**src/rtl/bufmem_arbiter.sv**
```systemverilog
// Round-robin arbiter for the shared single-port sector buffer RAM.
// Grants one of three requesters per ce-cycle, with bounded burst locking and registered RAM drive.
module bufmem_arbiter #(
  parameter int unsigned AW        = 10,
  parameter int unsigned DW        = 8,
  parameter int unsigned BURST_MAX = 16
) (
  input  logic              clk,
  input  logic              reset_n,
  input  logic              ce,
  input  logic [2:0]        req,
  input  logic [2:0]        we,
  input  logic [2:0]        lock,
  input  logic [3*AW-1:0]   addr,
  input  logic [3*DW-1:0]   wdata,
  output logic [2:0]        gnt,
  output logic [2:0]        rvalid,
  output logic [DW-1:0]     rdata,
  output logic [1:0]        owner,
  output logic              busy,
  output logic [AW-1:0]     ram_addr,
  output logic              ram_we,
  output logic [DW-1:0]     ram_di,
  input  logic [DW-1:0]     ram_do
);

  localparam logic [7:0] BurstMax = 8'(BURST_MAX);

  logic [2:0]    r_gnt;
  logic [2:0]    r_rvalid;
  logic [DW-1:0] r_rdata;
  logic [1:0]    r_owner;
  logic [7:0]    r_burst_cnt;
  logic [AW-1:0] r_ram_addr;
  logic          r_ram_we;
  logic [DW-1:0] r_ram_di;

  logic [1:0]    w_p1;
  logic [1:0]    w_p2;
  logic          w_hold;
  logic [1:0]    w_win;
  logic [7:0]    w_cnt_nxt;
  logic [AW-1:0] w_addr;
  logic [DW-1:0] w_wdata;
  logic          w_we;

  always_comb begin
    w_p1      = (r_owner == 2'd2) ? 2'd0 : r_owner + 2'd1;
    w_p2      = (w_p1 == 2'd2) ? 2'd0 : w_p1 + 2'd1;
    // burst_cnt==0 means no grant since reset, so a lock cannot claim priority yet
    w_hold    = (r_burst_cnt != 8'd0) && req[r_owner] && lock[r_owner] &&
                (r_burst_cnt < BurstMax);
    w_win     = r_owner;
    if (w_hold) begin
      w_win = r_owner;
    end else if (req[w_p1]) begin
      w_win = w_p1;
    end else if (req[w_p2]) begin
      w_win = w_p2;
    end
    w_cnt_nxt = w_hold ? r_burst_cnt + 8'd1 : 8'd1;
  end

  always_comb begin
    w_addr  = '0;
    w_wdata = '0;
    w_we    = 1'b0;
    for (int i = 0; i < 3; i++) begin
      if (w_win == 2'(i)) begin
        w_addr  = addr[i*AW +: AW];
        w_wdata = wdata[i*DW +: DW];
        w_we    = we[i];
      end
    end
  end

  always_ff @(posedge clk or negedge reset_n) begin
    if (!reset_n) begin
      r_gnt       <= 3'b000;
      r_rvalid    <= 3'b000;
      r_rdata     <= '0;
      r_owner     <= 2'd2;
      r_burst_cnt <= 8'd0;
      r_ram_addr  <= '0;
      r_ram_we    <= 1'b0;
      r_ram_di    <= '0;
    end else if (ce) begin
      // a read granted last ce-cycle returns now; writes produce no return
      r_rvalid <= r_ram_we ? 3'b000 : r_gnt;
      if ((|r_gnt) && !r_ram_we) begin
        r_rdata <= ram_do;
      end
      if (|req) begin
        r_gnt       <= 3'b001 << w_win;
        r_owner     <= w_win;
        r_burst_cnt <= w_cnt_nxt;
        r_ram_addr  <= w_addr;
        r_ram_we    <= w_we;
        r_ram_di    <= w_wdata;
      end else begin
        r_gnt    <= 3'b000;
        r_ram_we <= 1'b0;
      end
    end
  end

  assign gnt      = r_gnt;
  assign rvalid   = r_rvalid;
  assign rdata    = r_rdata;
  assign owner    = r_owner;
  assign ram_addr = r_ram_addr;
  assign ram_we   = r_ram_we;
  assign ram_di   = r_ram_di;
  assign busy     = (|r_gnt) || (|r_rvalid) || r_ram_we;

endmodule

```
**config.mk**
```make
export PLATFORM = sky130hd
export DESIGN_NAME = bufmem_arbiter
export DESIGN_NICKNAME = d
export VERILOG_FILES = /design/src/rtl/bufmem_arbiter.sv
export SDC_FILE = /design/constraint.sdc
export NUM_CORES = 1
export LEC_CHECK = 0
export BUFFER_PORTS_ARGS = -buffer_cell sky130_fd_sc_hd__buf_4
export CORE_ASPECT_RATIO = 0.5
export CORE_MARGIN = 2
export CORE_UTILIZATION = 50
export DETAILED_ROUTE_END_ITERATION = 6
export HOLD_SLACK_MARGIN = 0.03
export PLACE_DENSITY = 0.85
export SLEW_MARGIN = 30
export SYNTH_ARGS = -nofsm -noshare
export SYNTH_HDL_FRONTEND = slang
export SYNTH_SLANG_ARGS = --single-unit
```
**constraint.sdc**
```tcl
create_clock -name clk -period 5.05 [get_ports clk]
set_clock_uncertainty 0.15 [all_clocks]
set_input_delay 0.2525 -clock clk [delete_from_list [all_inputs] [get_ports clk]]
set_output_delay 0.2525 -clock clk [all_outputs]
set_load 0.005 [all_outputs]
```
==> out/qor.txt <==
Status = completed
1st-pass router iterations = 4
Worst Hold Slack = 39.1 ps
Row cnt = 17
Full die area = 5280 sq um
Total power = 1.80 mW
Antenna Violating Nets Remaining = 0
Area contributors post-synth = dfrtp_1 45%, mux2_2 4.8%, mux2i_1 4.3%
Wire per inst = 16.5 um
Async S/R FF share, synth = 100%
Setup-failing EPs final = 0
Placed cell areas = 3160 sq um
Post-Syn Instances = 230
Clock transition at path regs = 80 ps
RR Startpoint = r_burst_cnt[5]
Syn. warnings = 0
CP Launch Type = register
Met3 usage = 5.73%
Initial antenna violation count = 0
Vias in the first global route = 2235
DRC viols = 0
Avg Inst Size Synth = 10.2 sq um
Worst Reg-to-Reg Cells = 6
Max Clk Rate = 353 MHz
Detailed-placement wirelength estimate = 4790 um
Input/output buffers = 109
Final Hold Vio Count = 0
CTS Sinks = 43
Mapped Nets = 306
I/O Pins = 110
Inserted Diodes = 0
Fillcell total = 337
Power Density = 539 nW/um^2
Final design instance area without fill = 3330 sq um
Lkg Pwr = 1.63 nW
Final setup TNS = 0 ps
First-pass GRT wire length = 10100 um
Synth top cells by count = 42 x dfrtp_1, 23 x nand2_1, 23 x nor2_1, 20 x inv_1, 13 x o21ai_0
Core footprint = 4450 sq um
Slew @ Worst Pin = 906 ps
Distinct cells, synth = 42
Chip height = 52.4 um
Cell with the most instances after synthesis = dfrtp_1
Ys flop type = dfrtp_1
Final Max Slew Viols = 0
Vias = 2212
Final min period = 2830 ps
HP Start = ram_do[4]
Skew-Pair Late Insertion Delay = 300 ps
Wirelength, routed = 6620 um
Critical Path Fanout Max = 22
Flop-to-flop setup slack = 2220 ps
Final worst-path cycle share = 56.1%
Crit Path Category = reg2reg
CTS root buf = clkbuf_8
Rel. slew slack = 39.4%
Worst path required time = 5090 ps
Overflow after GRT = 0
Critical Path AT = 2880 ps
GR peak layer = met2
Hold Path Stages = 2
M2 GR Usage = 46.9%
Via density = 5.53
Layout cells sized above 1 = 42.6%
Clk buf depth = 2
Register area share after synthesis = 46.0%
Gr usage total = 25.5%
Mapped cell area = 2340 sq um
CTS tree = yes
Die width = 101 um
Largest net degree at the start of global routing = 44
# Max-Cap Violations = 0
Initial DRC count = 107
Post-synth top area share = 44.9%
Max H-tree Level = 2
RSZ-0062 raised after global routing = no
Number of synthesized flops with an enable pin = 0
PostCTS Resize Cnt = 0
Synthesis-stage register bit count = 43
GP Congestion = 0.826
Cell taking the most area after synthesis = dfrtp_1
FF-to-FF End = ram_di[0]
Worst min path class = in2reg
Finished Core Util = 74.9%
Area growth syn-to-layout = 42.1%
Max VDD drop = 0.242 mV
Met1 Use GR = 28.8%
WHS Endpoint = rdata[4]
CTS Buf Count = 5
Starting Density = 52.7%
# nets final = 418
CP Capture Type = register
-- worst max path at each step --
stage / start / slack, ps / end / depth (start not counted)
floorplan: r_burst_cnt[5] / 2720 / ram_di[6] / 8
global route: r_burst_cnt[4] / 2080 / ram_di[0] / 6
global placement: r_burst_cnt[5] / 2330 / ram_di[6] / 6
finish: r_burst_cnt[5] / 2220 / ram_di[0] / 6
CTS: r_burst_cnt[5] / 2200 / ram_di[0] / 6
detailed placement: r_burst_cnt[5] / 2200 / ram_di[0] / 6
-- critical path, stage by stage, from the launching register on --
cell and delay, ps:
dfrtp_1 420, or4_4 560, a221oi_4 270, nand2_4 120
mux2i_4 720, a221oi_1 140, a2111oi_2 330
-- layout by cell type (no fill, tap or decap), drive strengths merged, types with 3 or more instances in the layout --
cell type      n
o221ai        11
a221oi         6
dfrtp         42
clkbuf         8
nand3          3
nor2          24
dlygate4sd3    6
a21oi          9
mux2i         11
nand2         25
o22ai          4
buf          110
o31ai          6
a2111oi        5
mux2          10
nor3           5
inv           20
o21ai         14
-- per-layer routing --
metal,up-vias,wire length (um)
li1,1060,-
met1,1049,2610
met2,87,3520
met3,16,356
met4,0,129
met5,-,0
-- cell type report --
class | instances | area (sq um) | area share (%)
flip-flops and latches | 43 | 1080 | 32.4
multi-input cells | 155 | 1120 | 33.5
inverters | 21 | 78.8 | 2.37
well taps | 57 | 71.3 | 2.14
clock buffers | 8 | 100 | 3.01
repair buffers | 116 | 886 | 26.6
-- kinds of logic (layout without fill, tap and decap cells) --
kind of cell / after synthesis / in the layout / synth area share, %
adders and majority gates: 2 / 2 / 1.07
DFF: 43 / 43 / 46.0
buffers and inverters: 32 / 145 / 6.68
muxes: 21 / 21 / 10.0
and+or+nand+nor: 70 / 70 / 14.2
AOI/OAI and AO/OA: 62 / 62 / 22.0
-- where the power goes --
part	internal (mW)	total, mW	switching, mW
Sequential	0.494	0.626	0.132
Combinational	0.484	0.923	0.439
Clock	0.125	0.246	0.121
Total	1.10	1.80	0.692
-- through the flow --
step / worst slack (ps) / instances
after CTS: 2200 / 400
final: 2220 / 400
after global placement: 2330 / 386
after detailed placement: 2200 / 386
after floorplan: 2720 / 230
after global routing: 2080 / 400
-- sequential cells by signal (all words and copies together) (netlist names) --
signal / count
gnt: 3
ram_di: 8
ram_addr: 10
owner: 2
rdata: 8
rvalid: 3
r_burst_cnt: 8
ram_we: 1
-- timing repair --
| item | CTS | global route |
|---|---|---|
| hold endpoints to repair | 49 | 0 |
| endpoints found under the setup margin | 0 | 0 |
| buffers inserted | 0 | 0 |
| hold buffers | 6 | 0 |
(Power assumes the default switching activity.)
